$ cat src/rtl/pwm_multi_if.sv
// Configuration/write bus and PWM outputs of pwm_multi; the controller drives
// the master side, the PWM block sits on the slave side.
interface pwm_multi_if #(
  parameter int WIDTH      = 8,
  parameter int CHANNELS   = 4,
  parameter int PRESCALE_W = 3
);
  localparam int CH_W = (CHANNELS > 1) ? $clog2(CHANNELS) : 1;

  logic                  enable;
  logic [PRESCALE_W-1:0] speed;
  logic [WIDTH-1:0]      period;
  logic                  wr_en;
  logic [CH_W-1:0]       wr_ch;
  logic [WIDTH-1:0]      wr_duty;
  logic [CHANNELS-1:0]   pwm;
  logic                  period_end;

  modport master (
    output enable, speed, period, wr_en, wr_ch, wr_duty,
    input  pwm, period_end
  );

  modport slave (
    input  enable, speed, period, wr_en, wr_ch, wr_duty,
    output pwm, period_end
  );
endinterface

$ cat src/rtl/pwm_multi.sv
// Multi-channel PWM: one prescaled period counter, double-buffered duty/period.
// Define PWM_MULTI_CENTER_EN for centre-aligned (up/down) counting.
module pwm_multi #(
  parameter int WIDTH      = 8,
  parameter int CHANNELS   = 4,
  parameter int PRESCALE_W = 3
) (
  input  logic       clk,
  input  logic       rst,
  pwm_multi_if.slave bus
);
  localparam int PS_W = (1 << PRESCALE_W) - 1;
  localparam int CH_W = (CHANNELS > 1) ? $clog2(CHANNELS) : 1;
  localparam logic [CH_W:0]      CH_LIM  = (CH_W + 1)'(CHANNELS);
  localparam logic [PS_W-1:0]    PS_ONE  = PS_W'(1);
  localparam logic [WIDTH-1:0]   CNT_ONE = WIDTH'(1);

  logic [PS_W-1:0]     presc_r;
  logic [PS_W-1:0]     presc_term_s;
  logic [WIDTH-1:0]    cnt_r;
  logic [WIDTH-1:0]    cnt_nxt_s;
  logic [WIDTH-1:0]    period_act_r;
  logic [WIDTH-1:0]    duty_stg_r [CHANNELS];
  logic [WIDTH-1:0]    duty_act_r [CHANNELS];
  logic [CHANNELS-1:0] pwm_r;
  logic                period_end_r;
  logic                tick_s;
  logic                wrap_s;
  logic                wr_ok_s;
`ifdef PWM_MULTI_CENTER_EN
  logic                dir_down_r;
  logic                dir_down_nxt_s;
`endif

  // Terminal value wraps to all-ones when speed selects the widest divide.
  assign presc_term_s   = (PS_ONE << bus.speed) - PS_ONE;
  assign tick_s         = (presc_r == presc_term_s);
  assign wr_ok_s        = bus.wr_en && ({1'b0, bus.wr_ch} < CH_LIM);
  assign bus.pwm        = pwm_r;
  assign bus.period_end = period_end_r;

  // Next count value and wrap detection for the selected counting mode.
  always_comb begin
    cnt_nxt_s = cnt_r;
    wrap_s    = 1'b0;
`ifdef PWM_MULTI_CENTER_EN
    dir_down_nxt_s = dir_down_r;
    if (dir_down_r && (cnt_r == '0)) begin
      wrap_s = tick_s;
      if (bus.period == '0) begin
        cnt_nxt_s      = '0;
        dir_down_nxt_s = 1'b1;
      end else begin
        cnt_nxt_s      = CNT_ONE;
        dir_down_nxt_s = 1'b0;
      end
    end else if (dir_down_r) begin
      cnt_nxt_s = cnt_r - CNT_ONE;
    end else if (cnt_r == period_act_r) begin
      cnt_nxt_s      = cnt_r - CNT_ONE;
      dir_down_nxt_s = 1'b1;
    end else begin
      cnt_nxt_s = cnt_r + CNT_ONE;
    end
`else
    if (cnt_r == period_act_r) begin
      wrap_s    = tick_s;
      cnt_nxt_s = '0;
    end else begin
      cnt_nxt_s = cnt_r + CNT_ONE;
    end
`endif
  end

  // Duty staging registers; writes to non-existent channels are dropped.
  always_ff @(posedge clk or posedge rst) begin
    if (rst) begin
      for (int i = 0; i < CHANNELS; i++) duty_stg_r[i] <= '0;
    end else if (wr_ok_s) begin
      duty_stg_r[bus.wr_ch] <= bus.wr_duty;
    end
  end

  // Prescaler, period counter, shadow loads and registered outputs.
  always_ff @(posedge clk or posedge rst) begin
    if (rst) begin
      presc_r      <= '0;
      cnt_r        <= '0;
      period_act_r <= '0;
      pwm_r        <= '0;
      period_end_r <= 1'b0;
      for (int i = 0; i < CHANNELS; i++) duty_act_r[i] <= '0;
`ifdef PWM_MULTI_CENTER_EN
      dir_down_r   <= 1'b1;
`endif
    end else if (!bus.enable) begin
      // Stopped: shadows track staging so new values apply as soon as enable rises.
      presc_r      <= '0;
      cnt_r        <= '0;
      period_act_r <= bus.period;
      pwm_r        <= '0;
      period_end_r <= 1'b0;
      for (int i = 0; i < CHANNELS; i++) duty_act_r[i] <= duty_stg_r[i];
`ifdef PWM_MULTI_CENTER_EN
      dir_down_r   <= 1'b1;
`endif
    end else begin
      for (int i = 0; i < CHANNELS; i++) pwm_r[i] <= (cnt_r < duty_act_r[i]);
      period_end_r <= wrap_s;
      if (tick_s) begin
        presc_r <= '0;
        cnt_r   <= cnt_nxt_s;
`ifdef PWM_MULTI_CENTER_EN
        dir_down_r <= dir_down_nxt_s;
`endif
      end else begin
        presc_r <= presc_r + PS_ONE;
      end
      if (wrap_s) begin
        period_act_r <= bus.period;
        for (int i = 0; i < CHANNELS; i++) duty_act_r[i] <= duty_stg_r[i];
      end
    end
  end
endmodule
$ cat src/flat_wrapper.sv
// flat-port wrapper written by rule: the top's interface ports become plain ports
module pwm_multi_flat 
#(
  parameter int WIDTH      = 8,
  parameter int CHANNELS   = 4,
  parameter int PRESCALE_W = 3
)
  (clk, rst, bus_enable, bus_speed, bus_period, bus_wr_en, bus_wr_ch, bus_wr_duty, bus_pwm, bus_period_end);
  pwm_multi_if #(.WIDTH(WIDTH), .CHANNELS(CHANNELS), .PRESCALE_W(PRESCALE_W)) bus_i ();
  input  logic clk;
  input  logic rst;
  input wire logic [$bits(bus_i.enable)-1:0] bus_enable;
  input wire logic [$bits(bus_i.speed)-1:0] bus_speed;
  input wire logic [$bits(bus_i.period)-1:0] bus_period;
  input wire logic [$bits(bus_i.wr_en)-1:0] bus_wr_en;
  input wire logic [$bits(bus_i.wr_ch)-1:0] bus_wr_ch;
  input wire logic [$bits(bus_i.wr_duty)-1:0] bus_wr_duty;
  output wire logic [$bits(bus_i.pwm)-1:0] bus_pwm;
  output wire logic [$bits(bus_i.period_end)-1:0] bus_period_end;
  assign bus_i.enable = bus_enable;
  assign bus_i.speed = bus_speed;
  assign bus_i.period = bus_period;
  assign bus_i.wr_en = bus_wr_en;
  assign bus_i.wr_ch = bus_wr_ch;
  assign bus_i.wr_duty = bus_wr_duty;
  assign bus_pwm = bus_i.pwm;
  assign bus_period_end = bus_i.period_end;
  pwm_multi #(.WIDTH(WIDTH), .CHANNELS(CHANNELS), .PRESCALE_W(PRESCALE_W)) u_core (.clk(clk), .rst(rst), .bus(bus_i));
endmodule
$ cat config.mk
export PLATFORM = sky130hd
export DESIGN_NAME = pwm_multi_flat
export DESIGN_NICKNAME = d
export VERILOG_FILES = /design/src/rtl/pwm_multi_if.sv /design/src/rtl/pwm_multi.sv /design/src/flat_wrapper.sv
export SDC_FILE = /design/constraint.sdc
export NUM_CORES = 1
export LEC_CHECK = 0
export BUFFER_PORTS_ARGS = -buffer_cell sky130_fd_sc_hd__buf_2
export CAP_MARGIN = 20
export CELL_PAD_IN_SITES_DETAIL_PLACEMENT = 2
export CELL_PAD_IN_SITES_GLOBAL_PLACEMENT = 2
export CORE_ASPECT_RATIO = 1.25
export CORE_UTILIZATION = 45
export DETAILED_ROUTE_END_ITERATION = 8
export PLACE_DENSITY_LB_ADDON = 0.08
export SYNTH_ARGS = -nofsm -noshare
export SYNTH_HDL_FRONTEND = slang
export SYNTH_SLANG_ARGS = --single-unit
export TNS_END_PERCENT = 10
$ cat constraint.sdc
create_clock -name clk -period 4.6 [get_ports clk]
set_clock_uncertainty 0.15 [all_clocks]
set_input_delay 0 -clock clk [delete_from_list [all_inputs] [get_ports clk]]
set_output_delay 0 -clock clk [all_outputs]
set_load 0.02 [all_outputs]
==> metrics.txt, run 1 <==
endpoints failing hold=0; largest net degree at the start of global routing=55; PortBufs=29; CTS tree=done; pre-CTS setup slack=approximately 1300 ps; sequential cell area fraction in the yosys report=0.5090; Worst Setup End Kind=flip-flop; Detailed Route WL=10.90 mm; DRC=0; Slew HR=0.3827; hpwl dp=7.315 mm; CTS Buffer Depth=2; fmax=just over 300 MHz; post-synthesis cell area=between 4000 and 5000 um2; HP Class=in2reg; Post-synth EDFFs=0; most common cell in the netlist=dfrtp_1; status=finished clean; Via-to-Cell Ratio=5.505; critical path, cell by cell=or4_1, o22ai_1, o2bb2ai_1, or2_4, o21ai_4, buf_4, mux2_2; clock root cell=clkbuf_16; # diodes=0; setup TNS=0 ps; Synth cell types=40; CP max-delay cell=o21ai_4; syn_area_per_cell=about 12 um2; Post-DRT Antenna Nets=0; RSZ-0062 raised after global routing=no; Worst Path Class, Setup=reg2reg; initial antenna violation count=0; Max-Cap Viols=0; maximum VDD drop=215.5 uV; Inst Count DP=514; average wire per standard cell=19.90 um; CP arrival=3370 ps; CP Launch Point=u_core.presc_r[2]; core area=between 9000 and 10,000 um2; final RePlAce weighted congestion=0.7396; Initial Utilization=0.4659; fraction of registers with async set or reset after synthesis=1.000; Final nets=472; GRT overflow=0; PnR worst setup slack=~1300 ps; Req. time, crit path=4670 ps; vias in the first global route=3,492; Vias=3,017; synth top area cells=dfrtp_1, mux2_2, ha_1; max-slew violation count=0; total track usage=0.2347; worst slew pin tran=921.9 ps; layout cells sized above 1=0.2891; Worst R2R Start=u_core.presc_r[2]; leakage dissipation=0.002446 uW; Synth warnings=0; Starting DRT DRC Count=81; Critical Path Fanout Max=22; Area Overhead vs Synth=15.74%; Synth Net Count=424; Final period util=0.7171; endpoints failing setup=0; Critical Path Max Stage Delay=620 ps; Gate Count Post-Synth=369; clk sink count=92; final std cells w/o fill=roughly 550; IO Pins=30; Rows=40; die area=around 10,000 um2; hold path start=bus_wr_ch[0]; latest clock arrival within the worst-skew pair=340 ps; synth cell count leaders=dfrtp_1, mux2_2, inv_1; Post-CTS Setup Bufs=0; Die Wd=slightly above 90 um; Final Power=approximately 2100 uW; first-pass GRT wire length=18.55 mm; clock buffer count from CTS=9; H-tree Lvls=3; Synth Flop Type=dfrtp_1; worst path bufs/invs=1; CP startpoint kind=flip-flop; clock transition at the registers of the reported paths=60 ps; Yosys top cell area share=0.5090; largest area contributor in the netlist=dfrtp_1; die extent in y=114.1 um; pwr/cell area=roughly 400 nW/um2; post-layout minimum cycle time=between 3000 and 4000 ps; Detailed Routing Iterations Pass 1=4; Yosys reg bits=a little over 90; Top delay family on crit path=simple AND/OR/NAND/NOR gates
[metal layers]
| metal | part of all wire | vias to the layer above | global-route usage | wire length (um) |
|---|---|---|---|---|
| met4 | 0.011 | 0 | 0.06667 | 122 |
| met3 | 0.017 | 9 | 0.03586 | 190 |
| met2 | 0.55 | 37 | 0.4391 | 5969 |
| li1 | - | 1400 | - | - |
| met5 | 0 | - | 0 | 0 |
| met1 | 0.42 | 1571 | 0.2772 | 4621 |
[where the power goes]
group          internal [uW]  total, uW  switching, uW
registers                946       1030           86.6
logic                    181        344            163
clock network            419        716            297
total                   1550       2090            547
[stage by stage]
| step | instance area [um2] | utilization | hold WS (ps) |
|---|---|---|---|
| final | 5235 | 0.5392 | 42.35 |
| after global routing | 5235 | 0.5392 | 54.48 |
| after CTS | 5235 | 0.5392 | 37.71 |
| after detailed placement | 4770 | 0.4912 | -19.62 |
| after global placement | 4770 | 0.4912 | -34.25 |
| after floorplan | 4523 | - | 0.5788 |
[placed cells by master, fill, tap and decap left out, drive strengths merged, types with 7 or more instances in the layout]
| cell type | n |
|---|---|
| dlygate4sd3 | 18 |
| nand2 | 15 |
| nor2 | 7 |
| xor2 | 9 |
| inv | 30 |
| xnor2 | 7 |
| o21ai | 14 |
| ha | 30 |
| a21oi | 8 |
| dfrtp | 92 |
| clkbuf | 11 |
| mux2 | 72 |
| buf | 31 |
| a21o | 8 |
[worst min-delay path, delay by kind of cell]
kind	cells	cell delay (ps)
buffers and inverters	1	110
multiplexers	1	250
AND/OR/NAND/NOR	1	130
[cell families (layout without fill, tap and decap cells)]
kind of cell	count (synthesis)	in the layout	synth area share
DFF	92	92	0.5090
xor gates and xnor gates	16	16	0.03098
AOI/OAI and AO/OA	49	49	0.07193
muxes	72	72	0.1793
buffers and inverters	43	96	0.04288
adders and majority gates	30	30	0.08299
and+or+nand+nor	67	67	0.08299
[sequential cells by signal, summed over array words and instances, names as in the netlist]
register,flops
u_core.presc_r,7
u_core.cnt_r,8
u_core.bus.pwm,4
u_core.bus.period_end,1
u_core.duty_stg_r,32
u_core.duty_act_r,32
u_core.period_act_r,8
[path summary, 6_finish.rpt]
check	end	slack, ps	depth (start not counted)
setup / recovery	u_core.duty_act_r[29]	1300	7
hold / removal	u_core.duty_stg_r[30]	40	3
setup reg to reg	u_core.duty_act_r[29]	1300	7
hold reg to reg	u_core.duty_act_r[5]	330	1
max in group asynchronous	u_core.duty_act_r[12]	3040	4
min in group asynchronous	u_core.presc_r[4]	160	3
[what timing repair did]
action                    in CTS  in global routing
gates resized for setup        0                  0
hold buffers                  18                  0
hold endpoints to repair      85                  0
[cell type report]
type / instances / area [um2]
tap: 126 / 157.7
sequential: 92 / 2302
inverter: 31 / 117.6
timing repair buffer: 49 / 340.3
clock buffer: 11 / 232.7
multi-input combinational: 234 / 2032
fill: 962 / 4474
clock inverter: 5 / 52.55
Power figures use the tool's default switching activity.
==> run 2: changes to the inputs <==
- CORE_UTILIZATION: 45 -> 42
- clock period: 4.6 -> 3.05 ns (I/O delays scaled with it)
==> metrics.txt, run 2 (synthesized netlist as in run 1, its figures left out) <==
status=finished clean; GRT overflow=0; Power Internal=between 2000 and 2500 uW; total track usage=0.2065; hpwl dp=slightly above 7 mm; final RePlAce weighted congestion=about 0.76; WP depth=7; CP startpoint kind=flip-flop; part of the power in registers=0.497; leakage dissipation=0.002474 uW; first-pass GRT wire length=17.28 mm; H-tree Lvls=3; vias in the first global route=between 3,000 and 4,000; CTS tree=done; setup TNS=0 ps; Finished Cell Area=between 5000 and 6000 um2; worst reg-to-reg path cell count=7; Reg area=2302 um2; placed inst area=4820 um2; cts hold-fix bufs=18; Clk pwr share=0.340; RSZ-0062 raised after global routing=no; endpoints failing hold=0; endpoints failing setup=0; clock transition at the registers of the reported paths=approximately 60 ps; CTS Buffer Depth=2; DRC=0; P_sw=777.4 uW; Area Overhead vs Synth=16.93%; # diodes=0; Final period util=0.9005; worst slew pin tran=608.4 ps; PortBufs=29; CTS resizes=0; Worst Setup End Kind=flip-flop; maximum VDD drop=307.6 uV; largest net degree at the start of global routing=93; Die Wd=94.82 um; combinational share of power=0.163; CP arrival=2810 ps; HP Class=in2reg; Vias=~3,000; critical path, cell by cell=or4_1, o22ai_1, o2bb2ai_1, or2_4, o21ai_4, buf_4, mux2_2; die area=11,190 um2; Top delay family on crit path=simple AND/OR/NAND/NOR gates; initial antenna violation count=0; CP max-delay cell=or4_1; die extent in y=118.0 um; Post-CTS Setup Bufs=0; Detailed Routing Iterations Pass 1=3; flop-to-flop setup slack=between 300 and 400 ps; most common cell after layout, fill and taps aside=dfrtp_1; Max-Cap Viols=0; worst path bufs/invs=1; clock root cell=clkbuf_16; WHS Endpoint=u_core.duty_stg_r[26]; Hold Path Depth=4; Worst Path Class, Setup=reg2reg; Fill cells=around 1,000; IO Pins=30; max-slew violation count=0; Final nets=475; sw frac=0.2494; Initial Utilization=0.4304; latest clock arrival within the worst-skew pair=330 ps; area of the multi-input gates=2027 um2; core area=10,510 um2; post-layout minimum cycle time=2747 ps; Critical Path Fanout Max=18; Req. time, crit path=3110 ps; pwr/cell area=589.3 nW/um2; Starting DRT DRC Count=85; hold path start=bus_wr_ch[1]; Via-to-Cell Ratio=5.446; Post-DRT Antenna Nets=0; Slew HR=0.5932; layout cells sized above 1=0.2925; clock buffer count from CTS=9; Worst R2R Start=u_core.presc_r[2]; Critical Path Max Stage Delay=540 ps; average wire per standard cell=18.30 um; most frequent cells in the layout=dfrtp_1, mux2_2, inv_1, ha_1, buf_2; clk sink count=just over 90; Rows=42; Regs by FF count=u_core.duty_act_r (32), u_core.duty_stg_r (32); RR Endpoint=u_core.duty_act_r[2]; Final Power=3117 uW; fmax=364.1 MHz; Detailed Route WL=10.18 mm
run 2: cell count changes in the layout (fill, tap and decap cells not counted):
| cell | before | now |
|---|---|---|
| buf_4 | 2 | 3 |
| nor3b_1 | 0 | 1 |
| clkinv_2 | 4 | 2 |
| buf_12 | 0 | 2 |
| clkbuf_1 | 2 | 1 |
| bufinv_16 | 1 | 0 |
| clkbuf_8 | 0 | 4 |
| clkinvlp_4 | 1 | 0 |
| nor3b_2 | 1 | 0 |
run 2: cell type report:
cell class | instances | share of cell area
tap | 132 | 0.03123
clock inverter | 1 | 0.0009463
sequential | 92 | 0.4353
multi-input combinational | 234 | 0.3832
inverter | 31 | 0.02224
timing repair buffer | 52 | 0.07334
clock buffer | 14 | 0.05370
run 2: power groups by stage:
stage	sequential, uW	combinational (uW)	clock (uW)
floorplan	1530	364	0
global placement	1560	472	0
detailed placement	1570	500	0
CTS	1550	525	1100
global route	1580	577	1150
finish	1550	508	1060
run 2: worst max-delay path by stage:
stage	endpoint	slack (ps)	startpoint
5_1_grt	u_core.duty_act_r[2]	160	u_core.presc_r[2]
6_report	u_core.duty_act_r[2]	300	u_core.presc_r[2]
3_3_place_gp	u_core.duty_act_r[0]	400	u_core.presc_r[2]
3_5_place_dp	u_core.duty_act_r[10]	300	u_core.presc_r[2]
2_1_floorplan	u_core.bus.period_end	510	rst
4_1_cts	u_core.duty_act_r[10]	280	u_core.presc_r[2]
run 2: worst min-delay path, delay by kind of cell:
family        cells  cell delay (ps)
buf+inv           2              280
mux               1              230
simple gates      1               50
run 2: routing by layer:
layer | track usage | wire, um
met5 | 0 | 0
met4 | 0.06061 | 136
met3 | 0.03295 | 181
met1 | 0.2589 | 4373
met2 | 0.3597 | 5483
run 2: stage by stage:
stage | std cells | utilization | setup WS [ps] | hold slack [ps]
after floorplan | 369 | - | 508.0 | 0.5788
after global placement | 523 | 0.4586 | 399.9 | -10.49
after detailed placement | 523 | 0.4586 | 303.3 | 0.2603
after CTS | 556 | 0.5032 | 280.6 | 104.5
after global routing | 556 | 0.5032 | 161.8 | 136.2
final | 556 | 0.5032 | 303.4 | 110.8
==> run 3: changes to the inputs <==
- CORE_UTILIZATION: 42 -> 38
- RECOVER_POWER: unset -> 25
- clock period: 3.05 -> 2.3 ns (I/O delays scaled with it)
==> metrics.txt, run 3 (synthesized netlist as in run 1, its figures left out) <==
core area=11,620 um2; Critical Path Fanout Max=8; Critical Path Max Stage Delay=480 ps; placed inst area=5019 um2; WHS Endpoint=u_core.duty_stg_r[24]; most common cell after layout, fill and taps aside=dfrtp_1; CP max-delay cell=or4_4; worst slew pin tran=1100 ps; Vias=3,140; total track usage=0.2084; Via-to-Cell Ratio=5.114; post-layout minimum cycle time=2491 ps; flop-to-flop setup slack=-190 ps; hpwl dp=7.462 mm; die extent in y=124.0 um; CTS tree=done; Worst Setup End Kind=flip-flop; die area=12,350 um2; fmax=~400 MHz; RSZ-0062 raised after global routing=yes; largest net degree at the start of global routing=33; first-pass GRT wire length=19.15 mm; max-slew violation count=0; initial antenna violation count=0; clock transition at the registers of the reported paths=70 ps; CP startpoint kind=flip-flop; Starting DRT DRC Count=68; Max-Cap Viols=0; CTS Buffer Depth=2; Regs by FF count=u_core.duty_act_r (32), u_core.duty_stg_r (32); P_sw=1199 uW; worst reg-to-reg path cell count=9; HP Class=in2reg; clk sink count=92; H-tree Lvls=3; Initial Utilization=0.3894; Detailed Routing Iterations Pass 1=4; Area Overhead vs Synth=29.82%; Finished Core Util=0.5055; failing checks=negative setup slack; hold path start=bus_wr_ch[0]; clock root cell=clkbuf_16; IO Pins=30; Rows=44; most frequent cells in the layout=dfrtp_1, mux2_4, mux2_2; endpoints failing hold=0; PortBufs=29; sw frac=0.2633; Hold Path Depth=4; endpoints failing setup=41; Clk pwr share=0.355; Detailed Route WL=11.91 mm; Slew HR=0.2625; final RePlAce weighted congestion=approximately 0.70; pwr/cell area=775.7 nW/um2; Final period util=1.083; Worst R2R Start=u_core.presc_r[2]; status=complete, but fails checks; Fill cells=1,133; Req. time, crit path=2370 ps; CP dominant cell by count=buf_12; DRC=0; Die Wd=99.58 um; # diodes=0; part of the power in registers=0.457; maximum VDD drop=approximately 430 uV; leakage dissipation=0.002827 uW; critical path, cell by cell=or4_4, o22ai_2, o2bb2ai_2, or2_4, o21ai_4, buf_12, buf_8, buf_12, mux2_4; layout cells sized above 1=0.3554; Worst Path Class, Setup=reg2reg; Final Power=~4600 uW; GRT overflow=0; combinational share of power=0.188; Final nets=503; PnR worst setup slack=-191.1 ps; RR Endpoint=u_core.duty_act_r[30]; Power Internal=3355 uW; latest clock arrival within the worst-skew pair=around 350 ps; Post-DRT Antenna Nets=0; Finished Cell Area=5872 um2; average wire per standard cell=19.39 um; vias in the first global route=3,540; CP arrival=2560 ps; clock buffer count from CTS=9
[run 3: changes by cell type in the layout (fill, tap and decap cells not counted), sizes merged]
| cell | before | now |
|---|---|---|
| buf | 34 | 61 |
| bufinv | 0 | 2 |
| clkbuf | 14 | 10 |
| clkinvlp | 0 | 2 |
| inv | 30 | 32 |
[run 3: what timing repair did]
action,CTS,global route
pin swaps,5,2
hold endpoints to repair,139,0
gates cloned,4,0
endpoints found under the setup margin,42,47
hold buffers,18,0
gates resized for setup,40,9
buffers inserted,5,1
[run 3: critical path, delay by kind of cell, from the launching register on]
| kind | cells | cell delay (ps) |
|---|---|---|
| and+or+nand+nor | 2 | 730 |
| buffers and inverters | 3 | 400 |
| AOI/OAI and AO/OA | 3 | 390 |
| DFF | 1 | 380 |
| muxes | 1 | 320 |
[run 3: layout make-up]
cell class,instances,area [um2],share of cell area
Sequential cell,92,2302,0.3921
Clock inverter,7,98.84,0.01683
Multi-Input combinational cell,234,2188,0.3727
Inverter,31,117.6,0.02003
Timing Repair Buffer,80,738.2,0.1257
Tap cell,161,201.4,0.03431
Clock buffer,9,225.2,0.03836
[run 3: worst max-delay path by stage]
stage	startpoint	cells after the start	slack, ps	end
after floorplan	u_core.presc_r[2]	7	-110	u_core.period_act_r[7]
after global routing	u_core.presc_r[2]	9	-250	u_core.duty_act_r[30]
after detailed placement	u_core.presc_r[2]	7	-180	u_core.duty_act_r[5]
final	u_core.presc_r[2]	9	-190	u_core.duty_act_r[30]
after CTS	u_core.presc_r[2]	9	-200	u_core.duty_act_r[30]
after global placement	u_core.presc_r[2]	7	-160	u_core.duty_act_r[29]
[run 3: power by group through the flow]
stage	clock, uW	sequential (uW)	combinational [uW]
2_1_floorplan	0	2030	483
3_3_place_gp	0	2070	645
3_5_place_dp	0	2090	679
4_1_cts	1660	2080	848
5_1_grt	1720	2110	948
6_report	1620	2080	855
[run 3: metal layers]
metal  part of all wire  track usage  vias to the layer above
li1                   -            -                     1465
met2               0.53       0.3793                       37
met1               0.43       0.2571                     1623
met4              0.017      0.06066                        0
met3              0.016      0.02918                       15
met5                  0            0                        -
[run 3: metrics by stage]
stage	setup TNS (ps)	setup slack, ps	hold WS, ps	std cells
2_1_floorplan	-4313	-109.5	0.5788	369
3_3_place_gp	-6003	-159.5	-79.20	570
3_5_place_dp	-6733	-183.1	-66.90	570
4_1_cts	-6830	-195.2	97.24	613
5_1_grt	-8781	-251.6	121.1	614
6_report	-5730	-191.1	104.7	614
